**config.mk**
```make
export PLATFORM = sky130hd
export DESIGN_NAME = hbi_dout_pipe
export DESIGN_NICKNAME = d
export VERILOG_FILES = /design/src/rtl/hbi_dout_pipe.sv
export SDC_FILE = /design/constraint.sdc
export NUM_CORES = 1
export LEC_CHECK = 0
export CELL_PAD_IN_SITES_DETAIL_PLACEMENT = 1
export CELL_PAD_IN_SITES_GLOBAL_PLACEMENT = 2
export CORE_UTILIZATION = 33
export DETAILED_ROUTE_END_ITERATION = 7
export HOLD_SLACK_MARGIN = 0.05
export PLACE_DENSITY_LB_ADDON = 0.1
export SLEW_MARGIN = 20
export SYNTH_ARGS = -nofsm -noshare
export SYNTH_HDL_FRONTEND = slang
export SYNTH_SLANG_ARGS = --single-unit
```
**constraint.sdc**
```tcl
create_clock -name hb_clk -period 4.7 [get_ports hb_clk]
set_clock_uncertainty 0.2 [all_clocks]
set_input_delay 0.47 -clock hb_clk [delete_from_list [all_inputs] [get_ports hb_clk]]
set_output_delay 0.47 -clock hb_clk [all_outputs]
set_load 0.005 [all_outputs]
```
**src/rtl/hbi_dout_pipe.sv**
```systemverilog
// Host-bus read-data output stage: source select, per-lane swizzle, DEPTH-entry
// FIFO behind a registered AD output, and per-lane PCI parity one clock later.
`timescale 1ns/1ps
`default_nettype none

module hbi_dout_pipe #(
  parameter int unsigned DW    = 32,
  parameter int unsigned NSRC  = 6,
  parameter int unsigned DEPTH = 4
) (
  input  logic                   hb_clk,
  input  logic                   sys_reset_n,
  input  logic [NSRC*DW-1:0]     src_data,
  input  logic [NSRC-1:0]        src_sel_n,
  input  logic [2:0]             swizzler_ctrl,
  input  logic                   rd_valid,
  output logic                   rd_ready,
  input  logic                   flush,
  input  logic                   trdy_n,
  input  logic                   irdy_n,
  input  logic [DW/8-1:0]        hb_byte_ens,
  input  logic                   mst_ad_oe,
  input  logic [DW-1:0]          mst_ad_out,
  input  logic [DW/8-1:0]        mst_c_be,
  output logic [DW-1:0]          blkbird_dout,
  output logic                   dout_valid,
  output logic [DW/32-1:0]       par_out,
  output logic [$clog2(DEPTH):0] fifo_cnt
);

  localparam int unsigned LANES = DW / 32;
  localparam int unsigned AW    = $clog2(DEPTH);
  localparam int unsigned CW    = AW + 1;

  logic [DW-1:0]    r_mem [DEPTH];
  logic [AW-1:0]    r_wptr;
  logic [AW-1:0]    r_rptr;
  logic [CW-1:0]    r_cnt;
  logic [DW-1:0]    r_dout;
  logic             r_dout_valid;
  logic [LANES-1:0] r_par;
  logic             r_oe_q;

  logic [DW-1:0]    w_sel_data;
  logic [DW-1:0]    w_swz;
  logic             w_full;
  logic             w_empty;
  logic             w_beat_done;
  logic             w_rd_mode;
  logic             w_ready;
  logic             w_push;
  logic             w_load;
  logic             w_pop;
  logic             w_bypass;
  logic             w_fifo_wr;
  logic [LANES-1:0] w_par_nxt;

  // Bit reverse within each byte first, then reorder bytes inside each 32-bit lane.
  function automatic logic [DW-1:0] f_swizzle(input logic [DW-1:0] d,
                                               input logic [2:0]    ctrl);
    logic [DW-1:0] br;
    logic [DW-1:0] res;
    logic [7:0]    b0, b1, b2, b3;
    br = d;
    if (ctrl[0]) begin
      for (int unsigned j = 0; j < DW / 8; j++) begin
        for (int unsigned b = 0; b < 8; b++) begin
          br[j*8 + b] = d[j*8 + 7 - b];
        end
      end
    end
    res = br;
    for (int unsigned l = 0; l < LANES; l++) begin
      b0 = br[l*32      +: 8];
      b1 = br[l*32 + 8  +: 8];
      b2 = br[l*32 + 16 +: 8];
      b3 = br[l*32 + 24 +: 8];
      case (ctrl[2:1])
        2'b01:   res[l*32 +: 32] = {b2, b3, b0, b1};
        2'b10:   res[l*32 +: 32] = {b1, b0, b3, b2};
        2'b11:   res[l*32 +: 32] = {b0, b1, b2, b3};
        default: res[l*32 +: 32] = {b3, b2, b1, b0};
      endcase
    end
    return res;
  endfunction

  // Lowest asserted select wins; with none asserted the last source is used.
  always_comb begin
    w_sel_data = src_data[(NSRC-1)*DW +: DW];
    for (int unsigned i = NSRC; i > 0; i--) begin
      if (!src_sel_n[i-1]) w_sel_data = src_data[(i-1)*DW +: DW];
    end
  end

  assign w_swz = f_swizzle(w_sel_data, swizzler_ctrl);

  assign w_full      = (r_cnt == CW'(DEPTH));
  assign w_empty     = (r_cnt == '0);
  assign w_beat_done = r_dout_valid && !trdy_n && !irdy_n;
  assign w_rd_mode   = !mst_ad_oe || w_beat_done;

  // A completing beat frees a slot this clock, so a full FIFO can still accept.
  assign w_ready     = !mst_ad_oe && (!w_full || w_beat_done);
  assign w_push      = rd_valid && w_ready && !flush;
  assign w_load      = w_rd_mode && (!r_dout_valid || w_beat_done) && !flush;
  assign w_pop       = w_load && !w_empty;
  assign w_bypass    = w_load && w_empty && w_push;
  assign w_fifo_wr   = w_push && !w_bypass;

  always_comb begin
    w_par_nxt = r_par;
    for (int unsigned k = 0; k < LANES; k++) begin
      if (r_oe_q) begin
        w_par_nxt[k] = ^{r_dout[k*32 +: 32], mst_c_be[k*4 +: 4]};
      end else if (w_beat_done) begin
        w_par_nxt[k] = ^{r_dout[k*32 +: 32], hb_byte_ens[k*4 +: 4]};
      end
    end
  end

  always_ff @(posedge hb_clk) begin
    if (w_fifo_wr) r_mem[r_wptr] <= w_swz;
  end

  always_ff @(posedge hb_clk or negedge sys_reset_n) begin
    if (!sys_reset_n) begin
      r_wptr <= '0;
      r_rptr <= '0;
      r_cnt  <= '0;
    end else if (flush) begin
      r_wptr <= '0;
      r_rptr <= '0;
      r_cnt  <= '0;
    end else begin
      if (w_fifo_wr) r_wptr <= r_wptr + 1'b1;
      if (w_pop)     r_rptr <= r_rptr + 1'b1;
      r_cnt <= r_cnt + CW'(w_fifo_wr) - CW'(w_pop);
    end
  end

  always_ff @(posedge hb_clk or negedge sys_reset_n) begin
    if (!sys_reset_n) begin
      r_dout       <= '0;
      r_dout_valid <= 1'b0;
    end else if (flush) begin
      r_dout_valid <= 1'b0;
      if (mst_ad_oe) r_dout <= mst_ad_out;
    end else if (!w_rd_mode) begin
      r_dout <= mst_ad_out;
    end else if (w_load) begin
      if (w_pop) begin
        r_dout       <= r_mem[r_rptr];
        r_dout_valid <= 1'b1;
      end else if (w_bypass) begin
        r_dout       <= w_swz;
        r_dout_valid <= 1'b1;
      end else begin
        r_dout_valid <= 1'b0;
      end
    end
  end

  always_ff @(posedge hb_clk or negedge sys_reset_n) begin
    if (!sys_reset_n) begin
      r_par  <= '0;
      r_oe_q <= 1'b0;
    end else begin
      r_par  <= w_par_nxt;
      r_oe_q <= mst_ad_oe;
    end
  end

  assign rd_ready     = w_ready;
  assign blkbird_dout = r_dout;
  assign dout_valid   = r_dout_valid;
  assign par_out      = r_par;
  assign fifo_cnt     = r_cnt;

endmodule

`default_nettype wire

```
**Word-level counts from Yosys, hierarchy flattened**

Memory sizes are Yosys's and may differ from the RTL's.
Cells that the tools add are included.

- Add/sub/neg operators: 4
- Equal/unequal tests: 7
- Mux-type cells: 27
- Reductions and logical operators: 32

Operators by type and width:

| cell | count |
|---|---|
| $mux W32 | 12 |
| $pmux W32 S3 | 1 |
| $reduce_xor A36 Y1 | 2 |
| $logic_and A1 B1 Y1 | 11 |
| $reduce_bool A2 Y1 | 5 |
| $mux W1 | 9 |
| $logic_not A1 Y1 | 8 |
| $mux W2 | 4 |
| $add A2 B1 Y2 const B | 2 |
| $eq A2 B2 Y1 const B | 2 |
| $ne A4 B2 Y1 const B | 1 |
| $add A3 B1 Y3 | 1 |
| $eq A3 B3 Y1 const B | 1 |
| $logic_not A3 Y1 | 1 |
| $logic_or A1 B1 Y1 | 3 |
| $mux W3 | 1 |
| $ne A3 B2 Y1 const B | 1 |
| $reduce_and A3 Y1 | 1 |
| $sub A3 B1 Y3 | 1 |
| $eq A2 B1 Y1 const B | 1 |
| $ne A2 B1 Y1 const B | 1 |
| $reduce_and A2 Y1 | 1 |

- Register bits after elaboration: 42
- Memory bits (writable): 128
- Input bits: 248
- Output and inout port bits: 38
- Logic and storage cells: 78
- Memories kept: 1

Memory list:

| name | depth | bits a word | rd ports | clocked after memory_dff | write ports | RTL line | source |
|---|---|---|---|---|---|---|---|
| r_mem | 4 | 32 | 1 | 0 | 1 | 35 | `logic [DW-1:0] r_mem [DEPTH];` |

**Depth between registers and ports, before layout**

Gate-level depths: netlist of run 1.

- Word-level depth: 13
- Mapped depth: 14
- Depth with buffers taken out: 12

**Least setup slack after synthesis of run 1**

OpenSTA, ideal clock, no wires.

- Path type: input port to flip-flop
- From: input trdy_n
- To: register r_cnt[2] (netlist: fifo_cnt[2])
- Library setup time: 0.120 ns
- Arrival time: 2.587 ns
- Data required time: 4.380 ns
- Path slack: 1.792 ns
- Stages: 12
- Path buffers: 0
- Cell sequence: or3b_2 nand2_1 o21ai_0 a21boi_1 inv_1 ha_1 inv_1 ha_1 inv_1 fa_1 xnor2_1 nor2_1

- Cells in the longest elaborated chain, start to end: 13
- Elaborated cells between the ends (all ways): 19
- Classes of those cells: add/sub: 2; mux: 1; reduce/logical: 16

Ends and longest elaborated chain:

| what | RTL line | source |
|---|---|---|
| start: declaration | 19 | `input logic trdy_n,` |
| $logic_not A1 Y1 * | 100 | `assign w_beat_done = r_dout_valid && !trdy_n && !irdy_n;` |
| $logic_and A1 B1 Y1 * (2 in a row) | 100 |  |
| $logic_or A1 B1 Y1, on equally long branches | 101, 104, 106 |  |
| $logic_and A1 B1 Y1, on equally long branches | 106, 104 |  |
| $logic_and A1 B1 Y1, on equally long branches | 106, 105 |  |
| $logic_and A1 B1 Y1, on equally long branches | 108, 105 |  |
| $logic_and A1 B1 Y1 | 108 | `assign w_bypass = w_load && w_empty && w_push;` |
| $logic_not A1 Y1 | 109 | `assign w_fifo_wr = w_push && !w_bypass;` |
| $logic_and A1 B1 Y1 | 109 |  |
| $add A3 B1 Y3 | 138 | `r_cnt <= r_cnt + CW'(w_fifo_wr) - CW'(w_pop);` |
| $sub A3 B1 Y3 * | 138 |  |
| $mux W3 * | 131 | `end else if (flush) begin` |
| end signal: assignment | 138 |  |
| end: declaration | 38 | `logic [CW-1:0] r_cnt;` |

Mark *: on every way between the ends. The rest lies on a longest branch, timed or not.
A chain may end at the register's enable or synchronous reset.

**Worst setup path in the final report of run 1**

Ends and elaborated chain as after synthesis.

==> results of run 1 <==
[state kept, by name, indices dropped and copies added, names as in the netlist]
signal and cells:
r_wptr 2, fifo_cnt 3, r_oe_q 1, par_out 1
blkbird_dout 32, r_mem 128, dout_valid 1, r_rptr 2
[power by group]
| group | switching, uW | total [uW] | leakage [uW] | internal (uW) |
|---|---|---|---|---|
| registers | 215 | 2050 | 0.00163 | 1830 |
| logic | 945 | 2230 | 0.00274 | 1280 |
| clock network | 586 | 1430 | 0.000296 | 841 |
| total | 1750 | 5700 | 0.00467 | 3960 |
[worst max path at each step]
stage          startpoint  cells after the start  slack [ns]     endpoint
6_report           trdy_n                     13        1.47  fifo_cnt[2]
3_3_place_gp        flush                     13        1.00  fifo_cnt[2]
3_5_place_dp        flush                     13        1.00  fifo_cnt[2]
4_1_cts             flush                     13        1.45  fifo_cnt[2]
2_1_floorplan      trdy_n                     12        1.79  fifo_cnt[2]
5_1_grt             flush                     13        1.20  fifo_cnt[2]
[cell type report]
cell class | instances | share of cell area (%)
Clock buffer | 18 | 3.175
Inverter | 9 | 0.2499
Sequential cell | 170 | 36.23
Tap cell | 384 | 3.555
Multi-Input combinational cell | 552 | 33.61
Clock inverter | 14 | 1.277
Timing Repair Buffer | 302 | 21.90
[per-layer routing]
layer | vias up | part of all wire [%]
met5 | - | 0
met4 | 0 | 0.98
met3 | 15 | 6.4
met2 | 259 | 49
met1 | 3865 | 43
li1 | 3643 | -
[worst max-delay path, cell delays in order]
cell and delay, ns:
clkdlybuf4s50_1 0.44, or3b_2 0.52, nand2_1 0.08, o21ai_0 0.07
a21boi_1 0.50, inv_1 0.10, ha_1 0.31, inv_1 0.05
ha_1 0.13, inv_1 0.05, fa_1 0.40, xnor2_1 0.16
nor2_1 0.05
[layout by cell type, fill, tap and decap left out, types with 32 or more instances in the layout]
cell             instances
nor2_1                  98
a21oi_1                 35
mux4_2                  59
xnor2_1                 32
clkdlybuf4s50_1        280
o21ai_0                 35
mux2i_1                 34
nand2_1                 47
edfxtp_1               128
dfrtp_1                 40
a32oi_1                 32
[metrics by stage]
stage	power, uW	setup slack [ns]	hold WS, ns	cell area, sq um
2_1_floorplan	3423	1.792	-0.02559	9774
3_3_place_gp	4333	1.004	0.2929	12900
3_5_place_dp	4366	1.003	0.2998	12900
4_1_cts	5811	1.455	0.3164	13520
5_1_grt	6024	1.196	0.3315	13520
6_report	5701	1.468	0.3112	13520
[kinds of logic after synthesis]
group | Yosys count
AO/OA/AOI/OAI | 247
XOR/XNOR | 39
adder cells (fa/ha/maj) | 7
buffers and inverters | 74
flip-flops | 170
multiplexers | 95
AND/OR/NAND/NOR | 164
==> results.toml, run 1 <==
[run_status]
status = "finished clean"

[cells_and_area]
nets = 1307
fillers = 3009
instances_no_fill = 1449
diodes = 0
register_area_sq_um = 4897
drive_gt1_share_pct = 11.55
multi_input_area_sq_um = 4543
area_growth_pct = 38.29
post-route-util_pct = 46.71

[timing]
drv_slew = 0
fmax_mhz = 309.4
tns_ns = 0
max_slew_margin_pct = 37.07
rsz0062_at_grt = "no"
finalWorstPathRequiredPeriod_ns = 3.232
hold_viol = 0
tightest_slew_ns = 0.9426
setup_viol = 0
min_period_over_period_pct = 68.76

[yosys]
yosysSeqAreaShare_pct = 50.08
yosysTopAreaCell = "edfxtp_1"
synthMuxAreaShare_pct = 17.31
synth_top_flop_cell = "edfxtp_1"
synth_fa_ha_area_share_pct = 0.9729
post_synth.cell_area_avg_sq_um = 12.28
syn_inst = 796
postSynth.asyncResetShare_pct = 24.71
synth_top_family_by_area = "compound AO/OA/AOI/OAI gates"
synth.distinct_cells = 45
yosys.area_share.xor_xnor_pct = 3.635
ys_top_cells_by_count = "edfxtp_1 (128), nor2_1 (98), mux4_2 (59)"
synth_top_area_share_pct = 39.32
ys_warn_count = 0
syn-cell-area_sq_um = 9774
yosysMostFrequentCell = "edfxtp_1"
yosys-top-cells-area = "edfxtp_1 (39%), mux4_2 (14%), dfrtp_1 (11%)"
synth_edf_count = 128
synth-simple-area-share_pct = 6.836
synth.net_count = 1051
yosys_register_bits = 170
synth_compound_area_share_pct = 17.61

[clock_tree]
cts_max_level = 4
cts_tree = "done"
holdBufCountCts = 1
path_clk_slew_ns = 0.07
cts-buffers-inserted = 17
clkSinkCount = 170
root_buffer = "clkbuf_16"
postCtsResizedCells = 0
post_cts_buffers = 0
clkLatencyLatePin_ns = 0.42
cts_buffer_depth = 2

[global_route]
grt_overflow = 0
grt_pass1_wl_um = 50130
grt_busiest_layer = "met2"
grt_max_degree = 65
antenna_found_initial = 0
met1_usage_pct = 28.23
track_usage_pct = 21.82
met3_usage_pct = 5.424
grt_pass1_vias = 8175
grt_use_met2_pct = 36.85

[placement]
gp_congestion = 0.8015
port_buffers = 284
dp_hpwl_um = 24110
placed_cells = 1416

[floorplanning]
rows = 62
die_height_um = 174.1
start_util_pct = 33.78
io_pins = 286
core_area_sq_um = 28940
die_w_um = 174.1
dieArea_sq_um = 30310

[min_path]
hold_depth = 1
hold_end = "par_out"
holdCritPathClass = "reg2reg"
hp-start = "par_out"

[route]
drtIter0Drc = 446
drc = 0
viasPerCell = 5.371
antenna_left = 0
wl_per_cell_um = 22.27
vias = 7782
firstDrtPassIters = 5
finalWirelength_um = 32270

[pwr]
p_per_area_nw_per_um2 = 421.8
leakage_uw = 0.004666
peakVddDrop_uv = 372.0

[job]
maxCapViolations = 0

[critical_path]
required_ns = 4.80
crit_path_start_kind = "primary input"
worst-r2r-cell-count = 12
crit_arrival_ns = 3.33
crit_path_end_kind = "register"
timing.rr.start = "dout_valid"
timing.rr.end = "fifo_cnt[2]"
crit_fanout = 7
critPathKind = "in2reg"
worst-r2r-setup-slack_ns = 1.56
No activity file was read; power rests on OpenSTA's default activity.
==> inputs of run 2 (changes only) <==
CORE_UTILIZATION = 31   (was 33)
clock period = 3.05 ns   (was 4.7 ns; I/O delays follow)
==> results.toml, run 2 (same netlist as run 1, synthesis figures left out) <==
[run_status]
status = "finished with violations"
violations = "DRC"

[clock_tree]
cts-buffers-inserted = 17
postCtsResizedCells = 0
cts_tree = "done"
clkSinkCount = 170
root_buffer = "clkbuf_16"
holdBufCountCts = 1
cts_buffer_depth = 2
cts_max_level = 4
clkLatencyLatePin_ns = 0.43
path_clk_slew_ns = 0.07
post_cts_buffers = 0

[route]
drtIter0Drc = 357
vias = 7955
viasPerCell = 5.296
finalWirelength_um = 32890
drc = 13
antenna_left = 0
wl_per_cell_um = 21.89
firstDrtPassIters = 8

[placement]
port_buffers = 284
gp_congestion = 0.7790
placed_cells = 1469
dp_hpwl_um = 24820

[critical_path]
critPathKind = "reg2reg"
cp_top_family = "adder cells"
critical_path_buf_inv_count = 3
max_stage_delay_ns = 0.47
crit_slowest_cell = "or3b_2"
path_cells = "or3b_2 -> nand2_1 -> o21ai_0 -> a21boi_1 -> inv_1 -> ha_1 -> inv_1 -> ha_1 -> inv_1 -> fa_1 -> xnor2_1 -> nor2_1"
crit_path_start_kind = "register"
required_ns = 3.17
worst-r2r-cell-count = 12
path_depth = 12
crit_path_end_kind = "register"
crit_fanout = 6
cp_common_cell = "inv_1"
crit_arrival_ns = 2.89

[job]
maxCapViolations = 0

[timing]
drv_slew = 0
finalWorstPathRequiredPeriod_ns = 2.773
setup_viol = 0
max_slew_margin_pct = 46.19
fmax_mhz = 360.6
hold_viol = 0
rsz0062_at_grt = "no"
holdWs_ns = 0.1099
min_period_over_period_pct = 90.92
tightest_slew_ns = 0.8072

[global_route]
track_usage_pct = 20.75
grt_overflow = 0
grt_max_degree = 65
grt_pass1_wl_um = 50980
grt_pass1_vias = 8419
antenna_found_initial = 0

[floorplanning]
core_area_sq_um = 30830
start_util_pct = 31.70
io_pins = 286
rows = 64
die_height_um = 179.6
dieArea_sq_um = 32240
die_w_um = 179.6

[cells_and_area]
diodes = 0
area_growth_pct = 43.31
mostFrequentLayoutCells = "clkdlybuf4s50_1 (280), edfxtp_1 (128), nor2_1 (98)"
largest_register_ffs = 128
fillers = 3246
final_common_cell = "clkdlybuf4s50_1"
drive_gt1_share_pct = 14.47
instances_no_fill = 1502
regMostFlops = "r_mem"
nets = 1348

[pwr]
p_per_area_nw_per_um2 = 639.5
peakVddDrop_uv = 366.7
leakage_uw = 0.004913

[min_path]
holdCritPathClass = "in2async"
[run 2: area by class of cell]
| type | count | area, sq um | share of cell area [%] |
|---|---|---|---|
| inverter | 9 | 33.78 | 0.2412 |
| clock buffer | 19 | 432.9 | 3.091 |
| sequential | 170 | 4896 | 34.95 |
| multi-input combinational | 552 | 4543 | 32.43 |
| clock inverter | 13 | 175.2 | 1.251 |
| timing repair buffer | 343 | 3431 | 24.49 |
| tap | 396 | 495.5 | 3.537 |
[run 2: final timing paths]
path	start	endpoint	slack [ns]
worst max-delay path	dout_valid	fifo_cnt[2]	0.28
worst min-delay path	sys_reset_n	blkbird_dout[14]	0.11
worst max register to register	dout_valid	fifo_cnt[2]	0.28
worst min register to register	par_out	par_out	0.31
max in group asynchronous	sys_reset_n	r_rptr[0]	1.94
min in group hb_clk	par_out	par_out	0.31
[run 2: power by group]
part	internal [uW]	leakage (uW)	total (uW)	switching, uW
sequential	2820	0.00164	3120	293
clock	1360	0.000292	2220	859
combinational	2060	0.00299	3620	1560
total	6240	0.00491	8960	2710
[run 2: per-layer routing]
layer / wire length [um] / GRT usage [%] / vias to the layer above / share of wire [%]
li1: - / - / 3720 / -
met1: 14210 / 26.96 / 3966 / 43
met2: 16180 / 34.94 / 255 / 49
met3: 2261 / 5.551 / 14 / 6.9
met4: 233 / 3.828 / 0 / 0.71
met5: 0 / 0 / - / 0
[run 2: worst register-to-register path: stages (launching register included)]
cell and delay (ns):
dfrtp_1 0.41, or3b_2 0.47, nand2_1 0.08, o21ai_0 0.07, a21boi_1 0.22, inv_1 0.07, ha_1 0.29, inv_1 0.05
ha_1 0.13, inv_1 0.05, fa_1 0.40, xnor2_1 0.17, nor2_1 0.05
[run 2: per-stage QoR]
step           TNS (ns)  power (uW)  utilization, %  setup WS, ns  area (sq um)
2_1_floorplan         0        5275               -        0.2234          9774
3_3_place_gp   -0.02522        6786           43.43      -0.02522         13390
3_5_place_dp    -0.1540        6832           43.43      -0.05825         13390
4_1_cts               0        9086           45.43        0.2751         14010
5_1_grt               0        9439           45.43       0.09655         14010
6_report              0        8957           45.43        0.2769         14010
==> RTL edit: new RTL, flow settings as in run 2 <==
Change the parameter `NSRC` from 6 to 8.
--- a/src/rtl/hbi_dout_pipe.sv
+++ b/src/rtl/hbi_dout_pipe.sv
@@ -5,7 +5,7 @@
 
 module hbi_dout_pipe #(
   parameter int unsigned DW    = 32,
-  parameter int unsigned NSRC  = 6,
+  parameter int unsigned NSRC  = 8,
   parameter int unsigned DEPTH = 4
 ) (
   input  logic                   hb_clk,
Interface: changed (resized src_data and src_sel_n); port bits go from 286 to 352. The function was not compared with the original's and may differ.
==> RTL edit against run 2 <==
Synthesized area is 11% higher. Sequential cell count unchanged. Sequential power down 1%. Final area up 15%. Wire length increased by 37%. Setup slack got worse by 0.18 ns. Total power is 0.61% lower. Register-to-register slack lost 0.097 ns.
==> RTL edit: results (changes against run 2) <==
| Metric | Value |
|---|---|
| Status | complete, no violations (was complete, but fails checks) |
| Tot GR Track Use | 25.21% (was 20.75%) |
| Top cells by area, synth | edfxtp_1 35%, mux4_2 10%, dfrtp_1 9.7% (was edfxtp_1 39%, mux4_2 14%, dfrtp_1 11%) |
| Initial antenna violation count | 3 (was 0) |
| Final net count | 1693 (was 1348) |
| Worst Path Arrival | 3.07 ns (was 2.89 ns) |
| VDD IR max | 0.9146 mV (was 0.3667 mV) |
| Seq/Total Area, Yosys | 45.01% (was 50.08%) |
| Synth unique cells | 50 (was 45) |
| Iter 0 DRT Violations | 497 (was 357) |
| Via count | 9918 (was 7955) |
| Slew HR | 55.98% (was 46.19%) |
| Vias per cell | 5.381 (was 5.296) |
| Slowest cell on crit path | mux4_1 (was or3b_2) |
| Net switching power | 2.791 mW (was 2.713 mW) |
| Routability cong. | 0.8587 (was 0.7790) |
| WL/cell | 24.42 um (was 21.89 um) |
| Share of cells above drive strength 1 | 15.23% (was 14.47%) |
| Static Leak | 5.866 nW (was 4.913 nW) |
| Port Buffers | 350 (was 284) |
| CP max stage delay | 0.65 ns (was 0.47 ns) |
| Largest net degree at the start of global routing | 66 (was 65) |
| Drt pass-1 iters | 5 (was 8) |
| # placed instances | 1807 (was 1469) |
| Placed Instance Area | 0.01556 mm2 (was 0.01339 mm2) |
| First-pass GRT wire length | 66390 um (was 50980 um) |
| Mapped Cells | 973 (was 796) |
| Full die area | 0.03583 mm2 (was 0.03224 mm2) |
| Vias in the first global route | 10559 (was 8419) |
[RTL edit: changes by cell type after synthesis, moves of 32 or more]
cell     delta
nor2_1     -38
nor3b_1    +32
a32oi_1    -32
a221o_1    +50
a21oi_1    +46
inv_1      +46
[RTL edit: kinds of logic (layout without fill, tap and decap cells)]
family	Yosys count	count (layout)	synth area share, %
other	0	3	0
AOI/OAI and AO/OA	337	337	21.97
muxes	100	100	15.28
adders and majority gates	7	7	0.8745
and+or+nand+nor	178	178	7.778
buffers and inverters	142	554	5.822
DFF	170	170	45.01
xor gates and xnor gates	39	39	3.268
[RTL edit: final cells by class]
cell class	count	area, um2
clock buffers	21	450.4
diodes	3	7.507
repair buffers	465	4512
flip-flops and latches	170	4896
clock inverters	11	121.4
multi-input cells	661	5376
inverters	57	216.5
well taps	455	569.3
fillers	3739	18390
[RTL edit: worst paths after layout]
check | startpoint | to | slack, ns | cells past startpoint
worst min register to register | par_out | par_out | 0.31 | 1
max in group asynchronous | sys_reset_n | r_rptr[0] | 1.72 | 3
worst min-delay path | sys_reset_n | blkbird_dout[15] | 0.12 | 2
min in group hb_clk | par_out | par_out | 0.31 | 1
worst max-delay path | src_sel_n[3] | blkbird_dout[5] | 0.10 | 9
worst max register to register | dout_valid | fifo_cnt[2] | 0.18 | 11
[RTL edit: critical path, delay by kind of cell]
kind | cells | cell delay (ns)
AOI/OAI and AO/OA | 4 | 1.16
buffers and inverters | 4 | 0.94
muxes | 1 | 0.65
[RTL edit: repair_timing]
action,4_1_cts,5_1_grt
hold endpoints to repair,12,0
setup endpoints to repair,0,0
hold buffers,1,0
[RTL edit: power by group through the flow]
stage | logic (mW) | clock network (mW) | registers, mW
2_1_floorplan | 2.14 | 0 | 3.02
3_3_place_gp | 3.71 | 0 | 3.13
3_5_place_dp | 3.75 | 0 | 3.14
4_1_cts | 3.77 | 2.14 | 3.09
5_1_grt | 4.01 | 2.21 | 3.12
6_report | 3.71 | 2.11 | 3.08
[RTL edit: routing by layer]
metal	part of all wire (%)	GRT usage (%)	vias to the layer above
met5	0.027	0	-
met4	1.3	5.893	2
met3	4.8	3.614	31
met2	53	47.00	309
met1	41	30.30	4947
li1	-	-	4629
